`src/rtl/game_flow_ctrl_pkg.sv`:
```
// Shared game-flow types and default phase lengths (in frames).
package asteroids;

  typedef enum logic [2:0] {
    TITLE     = 3'd0,
    WAVE_WAIT = 3'd1,
    PLAY      = 3'd2,
    RESPAWN   = 3'd3,
    GAME_OVER = 3'd4
  } game_state_t;

  localparam int TITLE_FRAMES_DEF   = 255;
  localparam int WAVE_FRAMES_DEF    = 90;
  localparam int RESPAWN_FRAMES_DEF = 120;
  localparam int INVULN_FRAMES_DEF  = 60;

  localparam logic [3:0] LEVEL_MAX = 4'd15;

endpackage

```
`src/rtl/game_flow_ctrl_if.sv`:
```
// Input controls and registered draw/flow outputs of the game flow controller.
interface game_flow_ctrl_if;
  import asteroids::*;

  logic        frame_tick;
  logic        skip;
  logic        die;
  logic        lives_zero;
  logic        wave_clear;

  game_state_t state;
  logic [7:0]  title_scale;
  logic        title_en;
  logic        ship_en;
  logic        ast_en;
  logic        gameover_en;
  logic        new_level;
  logic        respawn;
  logic        invuln;
  logic [3:0]  level;

  modport master (
    output frame_tick, skip, die, lives_zero, wave_clear,
    input  state, title_scale, title_en, ship_en, ast_en, gameover_en,
           new_level, respawn, invuln, level
  );

  modport slave (
    input  frame_tick, skip, die, lives_zero, wave_clear,
    output state, title_scale, title_en, ship_en, ast_en, gameover_en,
           new_level, respawn, invuln, level
  );

endinterface

```
`src/rtl/game_flow_ctrl_timer.sv`:
```
// 8-bit frame down-counter: load wins over tick, holds at zero.
module frame_timer (
  input  logic       clk,
  input  logic       resetN,
  input  logic       tick_i,
  input  logic       load_i,
  input  logic [7:0] load_val_i,
  output logic       zero_o
);

  logic [7:0] cnt_q, cnt_d;

  always_comb begin
    cnt_d = cnt_q;
    if (load_i)
      cnt_d = load_val_i;
    else if (tick_i && (cnt_q != 8'd0))
      cnt_d = cnt_q - 8'd1;
  end

  always_ff @(posedge clk or negedge resetN) begin
    if (!resetN) cnt_q <= 8'd0;
    else         cnt_q <= cnt_d;
  end

  assign zero_o = (cnt_q == 8'd0);

endmodule

```
`src/rtl/game_flow_ctrl.sv`:
```
// Asteroids game flow sequencer: title, wave delay, play, respawn, game over.
module game_flow_ctrl
  import asteroids::*;
#(
  parameter int TITLE_FRAMES   = TITLE_FRAMES_DEF,
  parameter int WAVE_FRAMES    = WAVE_FRAMES_DEF,
  parameter int RESPAWN_FRAMES = RESPAWN_FRAMES_DEF,
  parameter int INVULN_FRAMES  = INVULN_FRAMES_DEF
) (
  input  logic             clk,
  input  logic             resetN,
  game_flow_ctrl_if.slave  bus
);

  localparam logic [7:0] TITLE_LAST   = 8'(TITLE_FRAMES - 1);
  localparam logic [7:0] WAVE_LAST    = 8'(WAVE_FRAMES - 1);
  localparam logic [7:0] RESPAWN_LAST = 8'(RESPAWN_FRAMES - 1);
  localparam logic [7:0] INVULN_LOAD  = 8'(INVULN_FRAMES);

  game_state_t state_q, state_d;
  logic [7:0]  cnt_q, cnt_d;
  logic [7:0]  scale_q, scale_d;
  logic [3:0]  level_q, level_d;
  logic        new_level_q, new_level_d;
  logic        respawn_q, respawn_d;
  logic        title_en_q, ship_en_q, ast_en_q, go_en_q;
  logic        inv_zero;
  logic        invuln;

  assign invuln = ~inv_zero;

  always_comb begin
    state_d     = state_q;
    level_d     = level_q;
    new_level_d = 1'b0;
    respawn_d   = 1'b0;
    case (state_q)
      TITLE: begin
        if (bus.frame_tick && (bus.skip || (cnt_q == TITLE_LAST))) begin
          state_d = WAVE_WAIT;
          level_d = 4'd1;
        end
      end
      WAVE_WAIT: begin
        if (bus.frame_tick && (cnt_q == WAVE_LAST)) begin
          state_d     = PLAY;
          new_level_d = 1'b1;
        end
      end
      PLAY: begin
        // A collision outranks a cleared field; the wave is re-checked after respawn.
        if (bus.die && !invuln) begin
          state_d = bus.lives_zero ? GAME_OVER : RESPAWN;
        end else if (bus.wave_clear) begin
          state_d = WAVE_WAIT;
          if (level_q != LEVEL_MAX) level_d = level_q + 4'd1;
        end
      end
      RESPAWN: begin
        if (bus.frame_tick && (cnt_q == RESPAWN_LAST)) begin
          state_d   = PLAY;
          respawn_d = 1'b1;
        end
      end
      GAME_OVER: state_d = GAME_OVER;
      default:   state_d = TITLE;
    endcase

    if (state_d != state_q)
      cnt_d = 8'd0;
    else if (bus.frame_tick)
      cnt_d = cnt_q + 8'd1;
    else
      cnt_d = cnt_q;

    scale_d = (state_d == TITLE) ? cnt_d : 8'd0;
  end

  always_ff @(posedge clk or negedge resetN) begin
    if (!resetN) begin
      state_q     <= TITLE;
      cnt_q       <= 8'd0;
      scale_q     <= 8'd0;
      level_q     <= 4'd0;
      new_level_q <= 1'b0;
      respawn_q   <= 1'b0;
      title_en_q  <= 1'b1;
      ship_en_q   <= 1'b0;
      ast_en_q    <= 1'b0;
      go_en_q     <= 1'b0;
    end else begin
      state_q     <= state_d;
      cnt_q       <= cnt_d;
      scale_q     <= scale_d;
      level_q     <= level_d;
      new_level_q <= new_level_d;
      respawn_q   <= respawn_d;
      title_en_q  <= (state_d == TITLE);
      ship_en_q   <= (state_d == PLAY);
      ast_en_q    <= (state_d == WAVE_WAIT) || (state_d == PLAY) || (state_d == RESPAWN);
      go_en_q     <= (state_d == GAME_OVER);
    end
  end

  frame_timer u_invuln (
    .clk        (clk),
    .resetN     (resetN),
    .tick_i     (bus.frame_tick),
    .load_i     (respawn_d),
    .load_val_i (INVULN_LOAD),
    .zero_o     (inv_zero)
  );

  assign bus.state       = state_q;
  assign bus.title_scale = scale_q;
  assign bus.title_en    = title_en_q;
  assign bus.ship_en     = ship_en_q;
  assign bus.ast_en      = ast_en_q;
  assign bus.gameover_en = go_en_q;
  assign bus.new_level   = new_level_q;
  assign bus.respawn     = respawn_q;
  assign bus.invuln      = invuln;
  assign bus.level       = level_q;

endmodule

```
`src/flat_wrapper.sv`:
```
// flat-port wrapper written by rule: the top's interface ports become plain ports
module game_flow_ctrl_flat import asteroids::*;
#(
  parameter int TITLE_FRAMES   = TITLE_FRAMES_DEF,
  parameter int WAVE_FRAMES    = WAVE_FRAMES_DEF,
  parameter int RESPAWN_FRAMES = RESPAWN_FRAMES_DEF,
  parameter int INVULN_FRAMES  = INVULN_FRAMES_DEF
)
  (clk, resetN, bus_frame_tick, bus_skip, bus_die, bus_lives_zero, bus_wave_clear, bus_state, bus_title_scale, bus_title_en, bus_ship_en, bus_ast_en, bus_gameover_en, bus_new_level, bus_respawn, bus_invuln, bus_level);
  game_flow_ctrl_if bus_i ();
  input  logic clk;
  input  logic resetN;
  input wire logic [$bits(bus_i.frame_tick)-1:0] bus_frame_tick;
  input wire logic [$bits(bus_i.skip)-1:0] bus_skip;
  input wire logic [$bits(bus_i.die)-1:0] bus_die;
  input wire logic [$bits(bus_i.lives_zero)-1:0] bus_lives_zero;
  input wire logic [$bits(bus_i.wave_clear)-1:0] bus_wave_clear;
  output wire logic [$bits(bus_i.state)-1:0] bus_state;
  output wire logic [$bits(bus_i.title_scale)-1:0] bus_title_scale;
  output wire logic [$bits(bus_i.title_en)-1:0] bus_title_en;
  output wire logic [$bits(bus_i.ship_en)-1:0] bus_ship_en;
  output wire logic [$bits(bus_i.ast_en)-1:0] bus_ast_en;
  output wire logic [$bits(bus_i.gameover_en)-1:0] bus_gameover_en;
  output wire logic [$bits(bus_i.new_level)-1:0] bus_new_level;
  output wire logic [$bits(bus_i.respawn)-1:0] bus_respawn;
  output wire logic [$bits(bus_i.invuln)-1:0] bus_invuln;
  output wire logic [$bits(bus_i.level)-1:0] bus_level;
  assign bus_i.frame_tick = bus_frame_tick;
  assign bus_i.skip = bus_skip;
  assign bus_i.die = bus_die;
  assign bus_i.lives_zero = bus_lives_zero;
  assign bus_i.wave_clear = bus_wave_clear;
  assign bus_state = bus_i.state;
  assign bus_title_scale = bus_i.title_scale;
  assign bus_title_en = bus_i.title_en;
  assign bus_ship_en = bus_i.ship_en;
  assign bus_ast_en = bus_i.ast_en;
  assign bus_gameover_en = bus_i.gameover_en;
  assign bus_new_level = bus_i.new_level;
  assign bus_respawn = bus_i.respawn;
  assign bus_invuln = bus_i.invuln;
  assign bus_level = bus_i.level;
  game_flow_ctrl #(.TITLE_FRAMES(TITLE_FRAMES), .WAVE_FRAMES(WAVE_FRAMES), .RESPAWN_FRAMES(RESPAWN_FRAMES), .INVULN_FRAMES(INVULN_FRAMES)) u_core (.clk(clk), .resetN(resetN), .bus(bus_i));
endmodule
```
`config.mk`:
```
export PLATFORM = sky130hd
export DESIGN_NAME = game_flow_ctrl_flat
export DESIGN_NICKNAME = d
export VERILOG_FILES = /design/src/rtl/game_flow_ctrl_pkg.sv /design/src/rtl/game_flow_ctrl_if.sv /design/src/rtl/game_flow_ctrl_timer.sv /design/src/rtl/game_flow_ctrl.sv /design/src/flat_wrapper.sv
export SDC_FILE = /design/constraint.sdc
export NUM_CORES = 1
export LEC_CHECK = 0
export BUFFER_PORTS_ARGS = -buffer_cell sky130_fd_sc_hd__buf_2
export CORE_ASPECT_RATIO = 0.75
export CORE_MARGIN = 2
export CORE_UTILIZATION = 50
export DETAILED_ROUTE_END_ITERATION = 16
export GPL_ROUTABILITY_DRIVEN = 0
export GPL_TIMING_DRIVEN = 0
export PLACE_DENSITY = 0.75
export SYNTH_ARGS = -nofsm -noshare
export SYNTH_HDL_FRONTEND = slang
export SYNTH_SLANG_ARGS = --single-unit
```
`constraint.sdc`:
```
create_clock -name clk -period 2 [get_ports clk]
set_input_delay 0.3 -clock clk [delete_from_list [all_inputs] [get_ports clk]]
set_output_delay 0.3 -clock clk [all_outputs]
set_load 0.02 [all_outputs]
```
==> results of run 1 <==
power by group through the flow:
| stage | clock [mW] | sequential (mW) | combinational, mW |
|---|---|---|---|
| floorplan | 0 | 1.09 | 0.481 |
| global placement | 0 | 1.11 | 0.595 |
| detailed placement | 0 | 1.12 | 0.624 |
| CTS | 0.684 | 1.10 | 0.737 |
| global route | 0.722 | 1.14 | 0.848 |
| finish | 0.669 | 1.12 | 0.742 |
cell families (layout without fill, tap and decap cells):
family | count (synthesis) | in the layout | synth area share (%)
adders and majority gates | 6 | 6 | 4.12
DFF | 37 | 37 | 50.9
and+or+nand+nor | 91 | 91 | 25.7
xor gates and xnor gates | 14 | 14 | 6.73
buffers and inverters | 9 | 50 | 2.68
muxes | 3 | 3 | 1.65
AOI/OAI and AO/OA | 20 | 20 | 8.24
per-layer routing:
| metal | global-route usage (%) | part of all wire [%] |
|---|---|---|
| met5 | 0 | 0 |
| met4 | 6.75 | 1.3 |
| met3 | 5.03 | 4.4 |
| met2 | 30.1 | 46 |
| met1 | 25.7 | 48 |
cell type report:
class | instances | area (um^2)
Multi-Input combinational cell | 134 | 875
Tap cell | 40 | 50.0
Fill cell | 277 | 1180
Clock inverter | 2 | 37.5
Buffer | 2 | 22.5
Clock buffer | 6 | 82.6
Timing Repair Buffer | 33 | 178
Sequential cell | 37 | 927
Inverter | 7 | 26.3
timing repair:
action / in CTS / in global routing
endpoints found under the setup margin: 11 / 21
pin swaps: 10 / 3
setup buffers: 5 / 0
gates resized for setup: 6 / 1
synthesized netlist by cell type (3+ instances only):
| cell type | instances | share of area [%] |
|---|---|---|
| dfrtp_1 | 36 | 49 |
| nand2_1 | 25 | 5.1 |
| nor2_1 | 23 | 4.7 |
| nor2b_1 | 9 | 3.1 |
| xor2_1 | 9 | 4.3 |
| inv_1 | 7 | 1.4 |
| nand4_1 | 7 | 2.4 |
| ha_1 | 6 | 4.1 |
| xnor2_1 | 5 | 2.4 |
| nand3_1 | 4 | 1.1 |
| nor3_1 | 4 | 1.1 |
| o21ai_0 | 4 | 1.1 |
| a21oi_1 | 3 | 0.82 |
| mux2i_1 | 3 | 1.6 |
| o211ai_1 | 3 | 1.2 |
| or3_1 | 3 | 1.0 |
final timing paths:
kind	start	to	cells after the start	slack, ns
max	u_core.u_invuln.cnt_q[0]	u_core.cnt_q[5]	7	-0.28
min	resetN	u_core.bus.level[2]	1	0.08
max reg2reg	u_core.u_invuln.cnt_q[0]	u_core.cnt_q[5]	7	-0.28
min reg2reg	u_core.bus.level[3]	u_core.bus.level[3]	1	0.52
max in group asynchronous	resetN	u_core.bus.title_scale[2]	1	1.41
min in group clk	bus_wave_clear	u_core.bus.state[1]	4	0.41
through the flow:
step	total power, mW	hold WS [ns]
floorplan	1.58	0.00441
global route	2.71	0.161
CTS	2.53	0.113
global placement	1.71	0.414
detailed placement	1.75	0.433
finish	2.53	0.0818
state kept, by name (all words and copies together), names as in the netlist:
| register | cells |
|---|---|
| u_core.u_invuln.cnt_q | 8 |
| u_core.bus.ast_en | 1 |
| u_core.bus.state | 3 |
| u_core.bus.respawn | 1 |
| u_core.bus.ship_en | 1 |
| u_core.bus.level | 4 |
| u_core.bus.title_en | 1 |
| u_core.bus.new_level | 1 |
| u_core.bus.title_scale | 8 |
| u_core.bus.gameover_en | 1 |
| u_core.cnt_q | 8 |
==> results.cfg, run 1 <==
[run_status]
run_status = finished with violations
failed_checks = negative setup slack

[power]
p_leak_nw = 1.08
switching_share_pct = 33.7
power.internal_mw = 1.68
seq_power_share_pct = 44.2
combinationalPowerShare_pct = 29.4
p_per_area_mw_per_mm2 = 1150
p_sw_uw = 852
p_clk_share_pct = 26.4
peakVddDrop_mv = 0.769

[logic_synthesis]
ys_ff_latch = 37
synth_fp_nets = 193
ys_async_sr_fraction_pct = 100
ys_seq_area_share_pct = 50.9
synth-main-ff-cell = dfrtp_1
syn_area_per_cell_um2 = 10.1
netlist_instances = 180
yosys_warnings = 0
synth_edf_count = 0
synth.distinct_cells = 41
syn_area_mm2 = 0.00182

[drt]
drtIter0Drc = 112
dr.pass1.iters = 4
drtAntennaViolNets = 0
drc = 0
wl_um = 3630
vias = 1450
viasPerCell = 5.56
wl_per_cell_um = 13.9

[place]
io_buffers = 28
dp_hpwl_um = 2490
place_ws_ns = -0.397
dpl_cell_area_mm2 = 0.00201
placed_cells_incl_taps = 248

[final_layout]
num_antenna_cells = 0
mostFrequentLayoutCells = dfrtp_1, buf_2, nand2_1
area_growth_pct = 20.6
final_util_pct = 65.1
instances_no_fill = 261
nNetsFinal = 233
final_common_cell = dfrtp_1
drive_gt1_share_pct = 26.7
stdcell_area_mm2 = 0.00220

[setup_path]
criticalPathCategory = reg -> reg
worstPathCellList = inv_2 > ha_4 > or4b_4 > or4_4 > a211o_1 > a21boi_4 > nor2_1
critPathMaxStageDelay_ns = 0.46
crit_path_top_delay_cell = or4b_4
critPathCaptureType = register
cp.arrival_ns = 2.46
required_ns = 2.18
crit_fanout = 8
crit_buf_inv = 1
startpoint_type = register
crit_family = simple AND/OR/NAND/NOR gates

[grt]
grt_pass1_vias = 1411
antenna_found_initial = 0
grt_max_degree = 38
grt_overflow = 0
grt_pass1_wl_um = 6180
grt_use_total_pct = 19.2

[timing]
fin_crit_ns = 2.28
hold_viol = 0
tightest_slew_ns = 0.787
setup_slack_ns = -0.281
setup_tns_ns = -2.26
rsz0062_at_grt = yes
fin_skew_ns = 0.00931
slew_headroom_pct = 47.5
maxSlewViolCount = 0
finalCritPeriodShare_pct = 114
setup_violations = 10
max_freq_mhz = 438

[min_path]
hold_class = in -> async

[clocking]
cts_tree = yes
root_buffer = clkbuf_8
cts_made_buffers = 5
clock_sinks = 37
path_clk_slew_ns = 0.08
ctsHoldBuffers = 0
clockBufferDepth = 2
htreeDepth = 2
clk_latency_ns = 0.29

[floorplanning]
num_rows = 18
pin_count = 29
start_util_pct = 54.0
die_y_um = 56.3
die_area_mm2 = 0.00415
core_mm2 = 0.00338
dieWidth_um = 73.7

[run]
max-cap-violations = 0
(Power assumes the default switching activity.)
==> run 2: changes to the inputs <==
--- a/config.mk
+++ b/config.mk
@@ -6,13 +6,14 @@
 export NUM_CORES = 1
 export LEC_CHECK = 0
 export BUFFER_PORTS_ARGS = -buffer_cell sky130_fd_sc_hd__buf_2
+export CAP_MARGIN = 0
 export CORE_ASPECT_RATIO = 0.75
 export CORE_MARGIN = 2
 export CORE_UTILIZATION = 50
 export DETAILED_ROUTE_END_ITERATION = 16
 export GPL_ROUTABILITY_DRIVEN = 0
 export GPL_TIMING_DRIVEN = 0
-export PLACE_DENSITY = 0.75
+export PLACE_DENSITY = 0.85
 export SYNTH_ARGS = -nofsm -noshare
 export SYNTH_HDL_FRONTEND = slang
 export SYNTH_SLANG_ARGS = --single-unit
==> run 2 against run 1 <==
  * The flow still finishes with violations (negative setup slack)
  * Design area rose by 3.1%
  * First-iteration DRC count rose by 11%
  * Maximum frequency fell by 0.84%
  * Flip-flop and latch count did not move
  * Core utilization rose by 2.0 points
  * Routed wire length rose by 13%
  * Global-route usage rose by 2.8 points
  * Sequential share of layout area fell by 1.3 points
  * Worst setup slack got worse by 0.019 ns
  * Combinational power rose by 16%
  * Register-to-register slack got worse by 0.02 ns
  * Total power rose by 4.2%
==> results.cfg, run 2 (synthesis gave the netlist of run 1 again) <==
[run_status]
run_status = finished with violations
failed_checks = negative setup slack

[setup_path]
critPathCaptureType = register
worstPathCellList = inv_2 > ha_4 > or4b_4 > or4_4 > a211o_1 > a21boi_4 > buf_12 > nor2_1
cp.arrival_ns = 2.48
crit_family = simple AND/OR/NAND/NOR gates
criticalPathCategory = reg -> reg
crit_buf_inv = 2
crit_path_top_delay_cell = or4b_4
required_ns = 2.18
critPathMaxStageDelay_ns = 0.46
crit_fanout = 8
startpoint_type = register

[floorplanning]
start_util_pct = 54.0
die_area_mm2 = 0.00415
die_y_um = 56.3
dieWidth_um = 73.7
pin_count = 29
num_rows = 18
core_mm2 = 0.00338

[timing]
fin_crit_ns = 2.30
fin_skew_ns = 0.00246
maxSlewViolCount = 0
slew_headroom_pct = 46.0
tightest_slew_ns = 0.810
finalCritPeriodShare_pct = 115
rsz0062_at_grt = yes
setup_violations = 9
max_freq_mhz = 435
setup_slack_ns = -0.301
timing.hold.ws_ns = 0.0933
hold_viol = 0
setup_tns_ns = -2.32

[grt]
grt_pass1_vias = 1450
grt_use_total_pct = 22.0
grt_pass1_wl_um = 6760
grt_overflow = 0
antenna_found_initial = 0
grt_max_degree = 38

[drt]
drc = 0
wl_um = 4090
wl_per_cell_um = 15.3
drtIter0Drc = 124
drtAntennaViolNets = 0
vias = 1500
viasPerCell = 5.62
dr.pass1.iters = 4

[clocking]
clk_latency_ns = 0.29
cts_tree = yes
clock_sinks = 37
cts_made_buffers = 5
clockBufferDepth = 2
path_clk_slew_ns = 0.07
htreeDepth = 2
root_buffer = clkbuf_8

[final_layout]
nNetsFinal = 239
drive_gt1_share_pct = 30.0
final_util_pct = 67.1
area_growth_pct = 24.3
final_common_cell = dfrtp_1
mostFrequentLayoutCells = dfrtp_1, buf_2, nand2_1
num_antenna_cells = 0

[place]
io_buffers = 28
dp_hpwl_um = 2570
place_ws_ns = -0.375

[power]
peakVddDrop_mv = 0.628
p_leak_nw = 1.11
finalPower_mw = 2.63
p_per_area_mw_per_mm2 = 1160

[min_path]
hold_class = in -> async

[run]
max-cap-violations = 0
[run 2: changes by cell type in the layout (fill, tap and decap cells not counted), sizes merged]
cell	change
buf	+6
clkbuf	+1
clkinvlp	-1
[run 2: worst register-to-register path: stages (launching register included)]
cell and delay [ns]:
dfrtp_1 0.40, inv_2 0.09, ha_4 0.13, or4b_4 0.46
or4_4 0.43, a211o_1 0.31, a21boi_4 0.18, buf_12 0.14
nor2_1 0.06
[run 2: worst paths after layout]
kind                                     startpoint                       end  slack (ns)  cells after the start
min in group clk                     bus_wave_clear       u_core.bus.state[1]        0.39                      4
max in group asynchronous                    resetN  u_core.u_invuln.cnt_q[0]        1.40                      1
min reg2reg                     u_core.bus.level[3]       u_core.bus.level[3]        0.50                      1
min                                          resetN       u_core.bus.level[0]        0.09                      1
max reg2reg                u_core.u_invuln.cnt_q[0]           u_core.cnt_q[6]       -0.30                      8
max                        u_core.u_invuln.cnt_q[0]           u_core.cnt_q[6]       -0.30                      8
[run 2: metrics by stage]
| step | instances | cell area [um^2] |
|---|---|---|
| global route | 267 | 2270 |
| global placement | 248 | 2010 |
| floorplan | 180 | 1820 |
| detailed placement | 248 | 2010 |
| CTS | 262 | 2190 |
| finish | 267 | 2270 |
[run 2: layout make-up]
cell class | instances | area, um^2
tap | 40 | 50.0
sequential | 37 | 927
multi-input combinational | 134 | 888
inverter | 7 | 26.3
timing repair buffer | 39 | 235
clock inverter | 1 | 30.0
buffer | 2 | 22.5
fill | 262 | 1110
clock buffer | 7 | 86.3
[run 2: layer usage]
| metal | track usage (%) | part of all wire, % |
|---|---|---|
| met1 | 29.4 | 44 |
| met2 | 32.4 | 47 |
| met3 | 5.57 | 5.9 |
| met4 | 12.2 | 2.4 |
| met5 | 0 | 0 |
[run 2: power by group]
group / internal [mW] / switching [mW]
combinational: 0.420 / 0.443
sequential: 0.909 / 0.193
clock: 0.406 / 0.263
total: 1.74 / 0.899
[run 2: what timing repair did]
item / 4_1_cts / 5_1_grt
gates resized for setup: 5 / 6
hold buffers: 0 / 0
buffers inserted: 6 / 5
cloned: 0 / 0
endpoints found under the setup margin: 13 / 25
pin swaps: 7 / 4
